**src/rtl/hazard_scoreboard_if.sv**
```systemverilog
// ID-stage hazard interface: decoded ID instruction in, pipeline control and forward selects out.
interface hazard_scoreboard_if #(
  parameter int AW = 5
);
  logic [2:0]    optype_ID;
  logic [AW-1:0] rs1_ID;
  logic [AW-1:0] rs2_ID;
  logic          rs1use_ID;
  logic          rs2use_ID;
  logic [AW-1:0] rd_ID;
  logic          Branch_ID;
  logic          PC_EN_IF;
  logic          reg_FD_stall;
  logic          reg_FD_flush;
  logic          reg_DE_flush;
  logic [1:0]    forward_ctrl_A;
  logic [1:0]    forward_ctrl_B;
  logic          forward_ctrl_ls;
  logic          mul_busy;
  logic          mul_wb;

  modport master (
    output optype_ID, rs1_ID, rs2_ID, rs1use_ID, rs2use_ID, rd_ID, Branch_ID,
    input  PC_EN_IF, reg_FD_stall, reg_FD_flush, reg_DE_flush,
           forward_ctrl_A, forward_ctrl_B, forward_ctrl_ls, mul_busy, mul_wb
  );

  modport slave (
    input  optype_ID, rs1_ID, rs2_ID, rs1use_ID, rs2use_ID, rd_ID, Branch_ID,
    output PC_EN_IF, reg_FD_stall, reg_FD_flush, reg_DE_flush,
           forward_ctrl_A, forward_ctrl_B, forward_ctrl_ls, mul_busy, mul_wb
  );
endinterface

```
**src/rtl/hazard_scoreboard.sv**
```systemverilog
// ID-stage hazard unit: tracks EX/MEM occupants and the multi-cycle multiplier, and produces
// stall, flush and forward selects combinationally from the ID instruction and that state.
module hazard_scoreboard #(
  parameter int AW      = 5,
  parameter int MUL_LAT = 4,
  parameter int FWD_EN  = 1
) (
  input logic               clk_i,
  input logic               rst_i,
  hazard_scoreboard_if.slave hz_if
);
  localparam logic [2:0] OP_NONE  = 3'd0;
  localparam logic [2:0] OP_ALU   = 3'd1;
  localparam logic [2:0] OP_LOAD  = 3'd2;
  localparam logic [2:0] OP_STORE = 3'd3;
  localparam logic [2:0] OP_MUL   = 3'd4;
  localparam logic [3:0] MUL_LAT_C = 4'(MUL_LAT);

  // WB occupant is not kept: the regfile writes before it is read, so it never stalls or forwards.
  logic [2:0]    ex_op_q, ex_op_d, mem_op_q, mem_op_d;
  logic [AW-1:0] ex_rd_q, ex_rd_d, ex_rs2_q, ex_rs2_d, mem_rd_q, mem_rd_d;
  logic [AW-1:0] mul_rd_q, mul_rd_d;
  logic [3:0]    cnt_q, cnt_d;

  logic [2:0] id_op;
  logic       ex_rm1, ex_rm2, mem_rm1, mem_rm2, mul_rm1, mul_rm2;
  logic       busy, id_writes, stall;
  logic       s_load, s_nofwd, s_mul, s_struct;

  function automatic logic rd_match(input logic use_b, input logic [AW-1:0] rs,
                                    input logic [AW-1:0] rd);
    return use_b && (rs == rd) && (rd != '0);
  endfunction

  function automatic logic [1:0] fwd_sel(input logic ex_m, input logic mem_m,
                                         input logic [2:0] ex_op, input logic [2:0] mem_op);
    if (ex_op == OP_ALU && ex_m)         return 2'b01;
    else if (mem_op == OP_ALU && mem_m)  return 2'b10;
    else if (mem_op == OP_LOAD && mem_m) return 2'b11;
    else                                 return 2'b00;
  endfunction

  always_comb begin
    id_op     = (hz_if.optype_ID > OP_MUL) ? OP_NONE : hz_if.optype_ID;
    id_writes = (id_op == OP_ALU || id_op == OP_LOAD || id_op == OP_MUL) && (hz_if.rd_ID != '0);
    busy      = (cnt_q != 4'd0);

    ex_rm1  = rd_match(hz_if.rs1use_ID, hz_if.rs1_ID, ex_rd_q);
    ex_rm2  = rd_match(hz_if.rs2use_ID, hz_if.rs2_ID, ex_rd_q);
    mem_rm1 = rd_match(hz_if.rs1use_ID, hz_if.rs1_ID, mem_rd_q);
    mem_rm2 = rd_match(hz_if.rs2use_ID, hz_if.rs2_ID, mem_rd_q);
    mul_rm1 = rd_match(hz_if.rs1use_ID, hz_if.rs1_ID, mul_rd_q);
    mul_rm2 = rd_match(hz_if.rs2use_ID, hz_if.rs2_ID, mul_rd_q);

    // store data can still be picked up from MEM load data, so rs2 of a store is exempt
    s_load   = (ex_op_q == OP_LOAD) && (ex_rm1 || (ex_rm2 && id_op != OP_STORE));
    s_nofwd  = (FWD_EN == 0) &&
               (((ex_op_q == OP_ALU || ex_op_q == OP_LOAD) && (ex_rm1 || ex_rm2)) ||
                ((mem_op_q == OP_ALU || mem_op_q == OP_LOAD) && (mem_rm1 || mem_rm2)));
    s_mul    = busy && (mul_rm1 || mul_rm2 || (id_writes && hz_if.rd_ID == mul_rd_q));
    s_struct = busy && (id_op == OP_MUL);
    stall    = s_load || s_nofwd || s_mul || s_struct;

    hz_if.PC_EN_IF     = !stall;
    hz_if.reg_FD_stall = stall;
    hz_if.reg_FD_flush = hz_if.Branch_ID && !stall;
    hz_if.reg_DE_flush = stall;
    hz_if.mul_busy     = busy;
    hz_if.mul_wb       = (cnt_q == 4'd1);

    hz_if.forward_ctrl_A = 2'b00;
    hz_if.forward_ctrl_B = 2'b00;
    if (FWD_EN != 0 && !stall) begin
      hz_if.forward_ctrl_A = fwd_sel(ex_rm1, mem_rm1, ex_op_q, mem_op_q);
      hz_if.forward_ctrl_B = fwd_sel(ex_rm2, mem_rm2, ex_op_q, mem_op_q);
    end
    hz_if.forward_ctrl_ls = (ex_op_q == OP_STORE) && (mem_op_q == OP_LOAD) &&
                            (ex_rs2_q == mem_rd_q) && (mem_rd_q != '0);
  end

  always_comb begin
    ex_op_d  = stall ? OP_NONE : id_op;
    ex_rd_d  = stall ? '0 : hz_if.rd_ID;
    ex_rs2_d = stall ? '0 : hz_if.rs2_ID;
    mem_op_d = ex_op_q;
    mem_rd_d = ex_rd_q;
    mul_rd_d = mul_rd_q;
    cnt_d    = cnt_q;
    if (id_op == OP_MUL && !stall) begin
      cnt_d    = MUL_LAT_C;
      mul_rd_d = hz_if.rd_ID;
    end else if (busy) begin
      cnt_d = cnt_q - 4'd1;
    end
  end

  always_ff @(posedge clk_i) begin
    if (rst_i) begin
      ex_op_q  <= OP_NONE;
      ex_rd_q  <= '0;
      ex_rs2_q <= '0;
      mem_op_q <= OP_NONE;
      mem_rd_q <= '0;
      mul_rd_q <= '0;
      cnt_q    <= 4'd0;
    end else begin
      ex_op_q  <= ex_op_d;
      ex_rd_q  <= ex_rd_d;
      ex_rs2_q <= ex_rs2_d;
      mem_op_q <= mem_op_d;
      mem_rd_q <= mem_rd_d;
      mul_rd_q <= mul_rd_d;
      cnt_q    <= cnt_d;
    end
  end
endmodule
```
**src/flat_wrapper.sv**
```systemverilog
// flat-port wrapper written by rule: the top's interface ports become plain ports
module hazard_scoreboard_flat 
#(
  parameter int AW      = 5,
  parameter int MUL_LAT = 4,
  parameter int FWD_EN  = 1
)
  (clk_i, rst_i, hz_if_optype_ID, hz_if_rs1_ID, hz_if_rs2_ID, hz_if_rs1use_ID, hz_if_rs2use_ID, hz_if_rd_ID, hz_if_Branch_ID, hz_if_PC_EN_IF, hz_if_reg_FD_stall, hz_if_reg_FD_flush, hz_if_reg_DE_flush, hz_if_forward_ctrl_A, hz_if_forward_ctrl_B, hz_if_forward_ctrl_ls, hz_if_mul_busy, hz_if_mul_wb);
  hazard_scoreboard_if #(.AW(AW)) hz_if_i ();
  input logic clk_i;
  input logic rst_i;
  input wire logic [$bits(hz_if_i.optype_ID)-1:0] hz_if_optype_ID;
  input wire logic [$bits(hz_if_i.rs1_ID)-1:0] hz_if_rs1_ID;
  input wire logic [$bits(hz_if_i.rs2_ID)-1:0] hz_if_rs2_ID;
  input wire logic [$bits(hz_if_i.rs1use_ID)-1:0] hz_if_rs1use_ID;
  input wire logic [$bits(hz_if_i.rs2use_ID)-1:0] hz_if_rs2use_ID;
  input wire logic [$bits(hz_if_i.rd_ID)-1:0] hz_if_rd_ID;
  input wire logic [$bits(hz_if_i.Branch_ID)-1:0] hz_if_Branch_ID;
  output wire logic [$bits(hz_if_i.PC_EN_IF)-1:0] hz_if_PC_EN_IF;
  output wire logic [$bits(hz_if_i.reg_FD_stall)-1:0] hz_if_reg_FD_stall;
  output wire logic [$bits(hz_if_i.reg_FD_flush)-1:0] hz_if_reg_FD_flush;
  output wire logic [$bits(hz_if_i.reg_DE_flush)-1:0] hz_if_reg_DE_flush;
  output wire logic [$bits(hz_if_i.forward_ctrl_A)-1:0] hz_if_forward_ctrl_A;
  output wire logic [$bits(hz_if_i.forward_ctrl_B)-1:0] hz_if_forward_ctrl_B;
  output wire logic [$bits(hz_if_i.forward_ctrl_ls)-1:0] hz_if_forward_ctrl_ls;
  output wire logic [$bits(hz_if_i.mul_busy)-1:0] hz_if_mul_busy;
  output wire logic [$bits(hz_if_i.mul_wb)-1:0] hz_if_mul_wb;
  assign hz_if_i.optype_ID = hz_if_optype_ID;
  assign hz_if_i.rs1_ID = hz_if_rs1_ID;
  assign hz_if_i.rs2_ID = hz_if_rs2_ID;
  assign hz_if_i.rs1use_ID = hz_if_rs1use_ID;
  assign hz_if_i.rs2use_ID = hz_if_rs2use_ID;
  assign hz_if_i.rd_ID = hz_if_rd_ID;
  assign hz_if_i.Branch_ID = hz_if_Branch_ID;
  assign hz_if_PC_EN_IF = hz_if_i.PC_EN_IF;
  assign hz_if_reg_FD_stall = hz_if_i.reg_FD_stall;
  assign hz_if_reg_FD_flush = hz_if_i.reg_FD_flush;
  assign hz_if_reg_DE_flush = hz_if_i.reg_DE_flush;
  assign hz_if_forward_ctrl_A = hz_if_i.forward_ctrl_A;
  assign hz_if_forward_ctrl_B = hz_if_i.forward_ctrl_B;
  assign hz_if_forward_ctrl_ls = hz_if_i.forward_ctrl_ls;
  assign hz_if_mul_busy = hz_if_i.mul_busy;
  assign hz_if_mul_wb = hz_if_i.mul_wb;
  hazard_scoreboard #(.AW(AW), .MUL_LAT(MUL_LAT), .FWD_EN(FWD_EN)) u_core (.clk_i(clk_i), .rst_i(rst_i), .hz_if(hz_if_i));
endmodule
```
**config.mk**
```make
export PLATFORM = sky130hd
export DESIGN_NAME = hazard_scoreboard_flat
export DESIGN_NICKNAME = d
export VERILOG_FILES = /design/src/rtl/hazard_scoreboard_if.sv /design/src/rtl/hazard_scoreboard.sv /design/src/flat_wrapper.sv
export SDC_FILE = /design/constraint.sdc
export NUM_CORES = 1
export LEC_CHECK = 0
export BUFFER_PORTS_ARGS = -buffer_cell sky130_fd_sc_hd__buf_2
export CORE_MARGIN = 4
export CORE_UTILIZATION = 54
export DETAILED_ROUTE_END_ITERATION = 10
export PLACE_DENSITY = 0.77
export SETUP_SLACK_MARGIN = 0.02
export SKIP_LAST_GASP = 1
export SLEW_MARGIN = 20
export SYNTH_ARGS = -nofsm -noshare
export SYNTH_HDL_FRONTEND = slang
export SYNTH_SLANG_ARGS = --single-unit
```
**constraint.sdc**
```tcl
create_clock -name clk_i -period 2.2 [get_ports clk_i]
set_clock_uncertainty 0.05 [all_clocks]
set_input_delay 0.22 -clock clk_i [delete_from_list [all_inputs] [get_ports clk_i]]
set_output_delay 0.22 -clock clk_i [all_outputs]
set_load 0.05 [all_outputs]
```
==> results of run 1 <==
[how the worst min path moves through the flow]
stage | end | slack (ns) | cells after the start
floorplan | u_core.ex_op_q[0] | 0.25 | 1
global placement | u_core.ex_op_q[1] | 0.41 | 2
detailed placement | u_core.ex_op_q[0] | 0.42 | 2
CTS | u_core.ex_op_q[0] | 0.06 | 2
global route | u_core.ex_op_q[0] | 0.05 | 2
finish | u_core.ex_op_q[0] | 0.07 | 2
[power groups by stage]
stage / Clock (uW) / Sequential [uW] / Combinational (uW)
final: 341 / 669 / 621
after global routing: 384 / 678 / 681
after CTS: 351 / 668 / 608
after detailed placement: 0 / 679 / 582
after global placement: 0 / 674 / 568
after floorplan: 0 / 663 / 470
[cell families after synthesis]
group           share of synthesized area
buf+inv                           0.03223
mux                               0.02931
simple gates                       0.2865
flops                              0.3517
compound gates                    0.06301
xor+xnor                           0.2154
fa+ha+maj                         0.02198
[per-layer routing]
| layer | track usage | up-vias |
|---|---|---|
| li1 | - | 720 |
| met1 | 0.2519 | 679 |
| met2 | 0.3634 | 29 |
| met3 | 0.06151 | 10 |
| met4 | 0.06596 | 0 |
| met5 | 0 | - |
[sequential cells by signal (all words and copies together) (netlist names)]
register         flops
u_core.cnt_q         4
u_core.mul_rd_q      5
u_core.ex_rs2_q      5
u_core.ex_rd_q       5
u_core.mem_op_q      3
u_core.ex_op_q       3
u_core.mem_rd_q      5
[what timing repair did]
item,CTS,global route
resized for setup,23,11
pin swaps,4,4
endpoints found under the setup margin,8,8
buffers inserted,3,1
[cells in the mapped netlist (2+ instances only)]
cell type | instances | share of area
nor3b_1 | 5 | 0.022
nor2_1 | 14 | 0.031
ha_1 | 3 | 0.022
mux2i_1 | 5 | 0.029
nor2b_1 | 9 | 0.033
and2_1 | 3 | 0.011
dfxtp_1 | 30 | 0.35
a21oi_1 | 7 | 0.021
nor4b_1 | 4 | 0.021
xor2_1 | 13 | 0.067
and4b_1 | 2 | 0.012
nor3b_2 | 2 | 0.015
nand4_1 | 5 | 0.018
clkbuf_1 | 4 | 0.0088
nor3_1 | 4 | 0.012
nor4_1 | 6 | 0.022
xnor2_1 | 29 | 0.15
nand2b_1 | 10 | 0.037
inv_1 | 4 | 0.0088
or4_1 | 2 | 0.0088
nand2_1 | 7 | 0.015
a311oi_1 | 2 | 0.010
[area by class of cell]
type	count	area [sq um]
repair buffers	39	275.3
flip-flops and latches	30	609.3
clock buffers	7	55.05
multi-input cells	145	1100
well taps	44	55.05
inverters	5	21.27
clock inverters	1	5.005
fillers	244	907.1
[per-stage QoR]
stage	std cells	utilization	hold WS, ns	power (uW)	setup slack [ns]
after detailed placement	259	0.6368	0.4177	1260	0.04769
after CTS	270	0.6864	0.05563	1626	-0.1472
after global routing	271	0.7004	0.05139	1742	-0.2531
after global placement	259	0.6368	0.4080	1242	0.08571
final	271	0.7004	0.06843	1632	-0.1221
after floorplan	186	-	0.2467	1133	-0.1597
==> flow_summary.yaml, run 1 <==
route:
  highest_layer: "met4"
  dr.pass1.iters: 4
  wl_met3_um: 167
  finalWirelength_mm: 3.979
  drc: 0
  vias: 1438
  vias_per_cell: 5.306
  wl_per_cell_um: 14.68
  dr_wl_met2_mm: 1.947
  ant_nets: 0
  wirelength_met1_mm: 1.789
  drtIter0Drc: 72
global_routing:
  grt_max_degree: 31
  grt_antenna_before_repair: 0
  globalRoute.totalOverflow: 0
  track_usage: 0.2113
  grt_pass1_wl_mm: 6.810
  grt_pass1_vias: 1500
synthesis:
  async_flop_share: 0
  synthFlopType: "dfxtp_1"
  synth_edf_count: 0
  netlist_area_sq_mm: 0.001708
  syn_nets: 212
  syn-instance-count: 186
  avgSynthCellArea_sq_um: 9.182
  synth-seq-cells: 30
  ys.warnings.count: 0
  synth-seq-area-share: 0.3516
  ys_types: 38
worst_setup_path:
  crit_path_end_kind: "primary output"
  crit_path_max_incr_delay_ns: 0.55
  worstReg2RegStart: "u_core.ex_rd_q[1]"
  reg2reg_depth: 8
  cp.buffers_inverters: 1
  path_class: "reg2out"
  worstSetupStartpoint: "u_core.ex_rd_q[1]"
  rr_endpoint: "u_core.ex_rs2_q[3]"
  crit_path_top_delay_cell: "or4_4"
  critPathLaunchType: "flop"
  worst_ep_required_time_ns: 1.93
  rrSetupSlack_ns: 0.31
  path_cells: "or4_4 -> nor2_4 -> nor4b_1 -> o21ai_2 -> o21a_4 -> and4b_2 -> buf_8"
  path_delay_family: "simple AND/OR/NAND/NOR gates"
  cp_data_arrival_time_ns: 2.05
  cp_max_fo: 5
  crit_end: "hz_if_forward_ctrl_B[1]"
  crit_cells: 7
timing:
  finalHoldViolCount: 0
  rsz0062_at_grt: "true"
  relSlewSlack: 0.6578
  fin_ws_ns: -0.1221
  max_freq_mhz: 430.7
  setup_viol: 7
  finalSetupTns_ns: -0.5598
  slew_violations: 0
  period_needed_ns: 2.322
  worstMarginPinSlew_ns: 0.5133
  fin_crit_sh: 1.055
placed_design:
  dpl_cell_area_sq_mm: 0.001928
  gp_congestion: 0.8024
  dp_hpwl_mm: 2.989
  io_buffer_count: 33
clock_tree:
  cts_tree: "built"
  cts_hold_buf: 0
  numCtsBuffers: 5
  clock-root-buffer: "clkbuf_4"
  clockBufferDepth: 2
  cts_sinks: 30
  cts.htree.levels: 2
  clk_latency_ns: 0.33
  clk_pin_slew_ns: 0.10
die:
  rows: 20
  die_y_um: 64.24
  io_pins: 34
  initial_core_util: 0.5640
  die_x_um: 64.24
  coreArea_sq_mm: 0.003028
  die-area_sq_mm: 0.004127
cells_and_area:
  nets: 252
  drive_above_1_share: 0.3084
  mostFrequentLayoutCells: "29 x xnor2_1, 25 x buf_2, 23 x dfxtp_1, 13 x xor2_1, 11 x nor2_1"
  design_area_sq_mm: 0.002121
  diodes: 0
  area_delta_synth_final_pct: 24.18
  final_common_cell: "xnor2_1"
outcome:
  outcome: "finished, violations left"
  violations: "setup timing"
power_and_ir_drop:
  power.share.combinational: 0.381
  p_sw_uw: 624.7
  clock_power_share: 0.209
  seq_power_share: 0.410
  p_sw_frac: 0.3829
  powerDensity_mw_per_mm2: 769.3
  vdd_drop_max_uv: 416.8
  p_leak_uw: 0.0008782
  power.internal_uw: 1007
hold_path:
  hold_start: "hz_if_optype_ID[2]"
  min_path_type: "in2reg"
flow_run:
  drv_cap: 0
Note: power is estimated with default switching activity, not from simulation.
==> run 2: changes to the inputs <==
--- a/constraint.sdc
+++ b/constraint.sdc
@@ -4,2 +4,2 @@
 set_output_delay 0.22 -clock clk_i [all_outputs]
-set_load 0.05 [all_outputs]
+set_load 0.005 [all_outputs]
==> flow_summary.yaml, run 2 (same netlist as run 1, synthesis figures left out) <==
outcome:
  outcome: "finished, violations left"
  violations: "setup timing"
power_and_ir_drop:
  p_leak_uw: 0.0008871
  powerDensity_mw_per_mm2: 761.3
  seq_power_share: 0.425
  vdd_drop_max_uv: 459.1
  clock_power_share: 0.262
  p_sw_frac: 0.3249
  p_sw_uw: 511.2
  power.internal_uw: 1062
  power.share.combinational: 0.313
  total_power_uw: 1574
timing:
  setup_viol: 5
  finalHoldViolCount: 0
  relSlewSlack: 0.6564
  max_freq_mhz: 443.7
  fin_crit_sh: 1.024
  fin_ws_ns: -0.05383
  finalHoldWorstSlack_ns: 0.08130
  slew_violations: 0
  worstMarginPinSlew_ns: 0.5155
  rsz0062_at_grt: "true"
  period_needed_ns: 2.254
global_routing:
  globalRoute.totalOverflow: 0
  track_usage: 0.2047
  grt_pass1_vias: 1376
  grt_max_degree: 31
  grt_antenna_before_repair: 0
  grt_pass1_wl_mm: 6.575
placed_design:
  gp_congestion: 0.8377
  placedCellCount: 258
  pre_cts_ws_ns: 0.2120
  dp_hpwl_mm: 2.966
  io_buffer_count: 33
  dpl_cell_area_sq_mm: 0.001902
route:
  dr.pass1.iters: 4
  drc: 0
  ant_nets: 0
  drtIter0Drc: 140
  finalWirelength_mm: 4.016
  vias: 1465
  vias_per_cell: 5.366
  wl_per_cell_um: 14.71
cells_and_area:
  final_common_cell: "buf_2"
  design_area_sq_mm: 0.002067
  area_delta_synth_final_pct: 21.03
  multi_input_area_sq_mm: 0.001070
  nets: 254
  instances_no_fill: 273
  diodes: 0
  mostFrequentLayoutCells: "33 x buf_2, 29 x xnor2_1, 24 x dfxtp_1, 13 x nor2_1, 13 x xor2_1"
  drive_above_1_share: 0.2882
  area.sequential_sq_um: 608.1
  n_fill_cell: 256
worst_setup_path:
  worst_ep_required_time_ns: 1.93
  path_class: "reg2out"
  cp_max_fo: 5
  critPathLaunchType: "flop"
  cp_data_arrival_time_ns: 1.98
  crit_path_end_kind: "primary output"
die:
  coreArea_sq_mm: 0.003028
  die_y_um: 64.24
  die-area_sq_mm: 0.004127
  initial_core_util: 0.5640
  io_pins: 34
  rows: 20
  die_x_um: 64.24
clock_tree:
  numCtsBuffers: 5
  cts.htree.levels: 2
  cts_sinks: 30
  clock-root-buffer: "clkbuf_4"
  clk_pin_slew_ns: 0.10
  cts_tree: "built"
  clk_latency_ns: 0.33
  clockBufferDepth: 2
  cts_hold_buf: 0
hold_path:
  min_path_type: "in2reg"
flow_run:
  drv_cap: 0
[run 2: changes by cell type in the layout (fill, tap and decap cells not counted), moves of 2 or more]
| cell | previous run | this run |
|---|---|---|
| nor2_1 | 11 | 13 |
| and4b_1 | 0 | 2 |
| nor4_1 | 4 | 6 |
| buf_2 | 25 | 33 |
| buf_6 | 4 | 1 |
| nor4_2 | 2 | 0 |
| and4b_2 | 2 | 0 |
| clkbuf_8 | 1 | 3 |
| nor2_4 | 3 | 1 |
| buf_8 | 4 | 0 |
[run 2: final timing paths]
kind	start	to	slack, ns	cells past startpoint
setup / recovery	u_core.ex_rd_q[1]	hz_if_forward_ctrl_B[1]	-0.05	7
hold / removal	hz_if_optype_ID[2]	u_core.ex_op_q[1]	0.08	2
setup reg to reg	u_core.ex_rd_q[1]	u_core.ex_op_q[0]	0.22	8
hold reg to reg	u_core.ex_rd_q[2]	u_core.mem_rd_q[2]	0.45	1
[run 2: per-layer routing]
metal	wire length, um	GRT usage	vias up
met5	0	0	-
met4	56	0.06332	0
met3	183	0.05272	7
met2	2031	0.3505	37
met1	1745	0.2497	700
li1	-	-	721
[run 2: through the flow]
| stage | util | TNS, ns |
|---|---|---|
| final | 0.6826 | -0.1567 |
| after global routing | 0.6826 | -0.7682 |
| after CTS | 0.6777 | -0.1108 |
| after detailed placement | 0.6281 | 0 |
| after global placement | 0.6281 | 0 |
| after floorplan | - | 0 |
[run 2: layout make-up]
type                       count  area share
timing repair buffer          41      0.1108
sequential                    30      0.2942
inverter                       5     0.01271
multi-input combinational    145      0.5176
clock buffer                   8     0.03814
tap                           44     0.02663
[run 2: critical path, stage by stage, from the launching register on]
cell and delay (ns):
dfxtp_2 0.35, or4_4 0.55, nor2_4 0.10, nor4b_1 0.06
o21ai_2 0.09, o21a_4 0.21, and4b_1 0.19, buf_2 0.11
[run 2: power groups by stage]
| stage | clock [uW] | sequential [uW] | combinational, uW |
|---|---|---|---|
| 3_5_place_dp | 0 | 678 | 458 |
| 3_3_place_gp | 0 | 674 | 446 |
| 5_1_grt | 435 | 676 | 552 |
| 2_1_floorplan | 0 | 663 | 351 |
| 4_1_cts | 417 | 667 | 491 |
| 6_report | 413 | 668 | 493 |
[run 2: what timing repair did]
item	in CTS	in global routing
setup buffers	7	0
setup endpoints to repair	7	8
pin swaps	6	2
gates resized for setup	8	5
==> run 3: changes to the inputs <==
CORE_UTILIZATION = 30   (was 54)
PLACE_DENSITY = 0.48   (was 0.77)
==> flow_summary.yaml, run 3 (same netlist as run 1, synthesis figures left out) <==
timing:
  max_freq_mhz: 452.7
  rsz0062_at_grt: "true"
  period_needed_ns: 2.209
  finalHoldViolCount: 0
  fin_ws_ns: -0.009196
  slew_violations: 0
  finalSetupTns_ns: -0.01740
  fin_crit_sh: 1.004
  relSlewSlack: 0.6502
  worstMarginPinSlew_ns: 0.5246
  setup_viol: 3
clock_tree:
  cts_tree: "built"
  cts_hold_buf: 0
  clockBufferDepth: 2
  cts.htree.levels: 2
  cts_sinks: 30
  clk_pin_slew_ns: 0.07
  clk_latency_ns: 0.28
  numCtsBuffers: 5
  clock-root-buffer: "clkbuf_8"
placed_design:
  gp_congestion: 0.7947
  placedCellCount: 286
  pre_cts_ws_ns: 0.1727
  io_buffer_count: 33
  dp_hpwl_mm: 3.249
hold_path:
  min_path_type: "in2reg"
  whs_path_depth: 2
die:
  initial_core_util: 0.3102
  io_pins: 34
  die_x_um: 83.45
  coreArea_sq_mm: 0.005507
  die-area_sq_mm: 0.006964
  rows: 27
  die_y_um: 83.45
worst_setup_path:
  cp.buffers_inverters: 1
  cp_max_fo: 5
  reg2reg_depth: 8
  worst_ep_required_time_ns: 1.93
  crit_path_max_incr_delay_ns: 0.55
  path_delay_family: "simple AND/OR/NAND/NOR gates"
  crit_path_end_kind: "primary output"
  critPathLaunchType: "flop"
  path_class: "reg2out"
  cp_data_arrival_time_ns: 1.94
  crit_path_top_delay_cell: "or4_4"
  path_cells: "or4_4 -> nor2_4 -> nor4b_1 -> o21ai_2 -> o21a_4 -> and4b_1 -> buf_2"
  crit_cells: 7
cells_and_area:
  final_common_cell: "buf_2"
  instances_no_fill: 297
  nets: 250
  mostFrequentLayoutCells: "33 x buf_2, 29 x xnor2_1, 22 x dfxtp_1, 13 x nor2_1, 13 x xor2_1"
  diodes: 0
  area_delta_synth_final_pct: 23.37
  drive_above_1_share: 0.2889
  n_fill_cell: 575
power_and_ir_drop:
  powerDensity_mw_per_mm2: 808.2
  vdd_drop_max_uv: 246.1
  total_power_uw: 1703
  p_leak_uw: 0.0008804
global_routing:
  grt_max_degree: 31
  track_usage: 0.1261
  grt_pass1_wl_mm: 7.058
  globalRoute.totalOverflow: 0
  grt_antenna_before_repair: 0
  grt_pass1_vias: 1384
route:
  wl_per_cell_um: 14.45
  drtIter0Drc: 68
  vias: 1416
  drc: 0
  vias_per_cell: 4.768
  dr.pass1.iters: 4
  finalWirelength_mm: 4.292
  ant_nets: 0
flow_run:
  drv_cap: 0
outcome:
  outcome: "finished, violations left"
  violations: "setup timing"
run 3: worst paths after layout:
kind	slack [ns]	endpoint	start
setup / recovery	-0.009	hz_if_forward_ctrl_A[1]	u_core.ex_rd_q[1]
hold / removal	0.13	u_core.ex_op_q[0]	hz_if_optype_ID[2]
setup reg to reg	0.23	u_core.mul_rd_q[2]	u_core.ex_rd_q[1]
hold reg to reg	0.45	u_core.mem_op_q[1]	u_core.ex_op_q[1]
run 3: layout make-up:
type	instances	area, sq um	area share
timing repair buffer	37	195.2	0.09264
sequential	30	613.1	0.2910
tap	72	90.09	0.04276
clock inverter	3	40.04	0.01900
multi-input combinational	145	1074	0.5095
clock buffer	5	68.82	0.03266
inverter	5	26.28	0.01247
run 3: report_power, final:
group / switching (uW) / internal, uW / leakage (uW)
clock: 215 / 333 / 0.0000579
combinational: 261 / 222 / 0.000572
sequential: 63.2 / 609 / 0.000250
run 3: routing by layer:
| layer | up-vias | global-route usage | part of all wire |
|---|---|---|---|
| met1 | 653 | 0.1788 | 0.50 |
| met4 | 0 | 0.03070 | 0.0098 |
| met3 | 5 | 0.04245 | 0.067 |
| met2 | 45 | 0.1837 | 0.42 |
| met5 | - | 0 | 0 |
| li1 | 713 | - | - |
run 3: worst register-to-register path, cell delays in order (launching register included):
cell	delay [ns]
dfxtp_4	0.35
or4_4	0.55
nor2_4	0.11
nor4b_1	0.07
o21ai_2	0.08
buf_4	0.13
buf_4	0.11
nand3_2	0.21
mux2i_1	0.19
run 3: stage by stage:
step / util / hold WS (ns) / area, sq um
after floorplan: - / 0.2467 / 1708
after global placement: 0.3517 / 0.4213 / 1937
after detailed placement: 0.3517 / 0.4241 / 1937
after CTS: 0.3761 / 0.1220 / 2071
after global routing: 0.3826 / 0.1402 / 2107
final: 0.3826 / 0.1304 / 2107
run 3: what timing repair did:
item	CTS	global route
pin swaps	1	3
setup endpoints to repair	7	7
buffers inserted	1	2
gates resized for setup	8	8
cloned	0	0
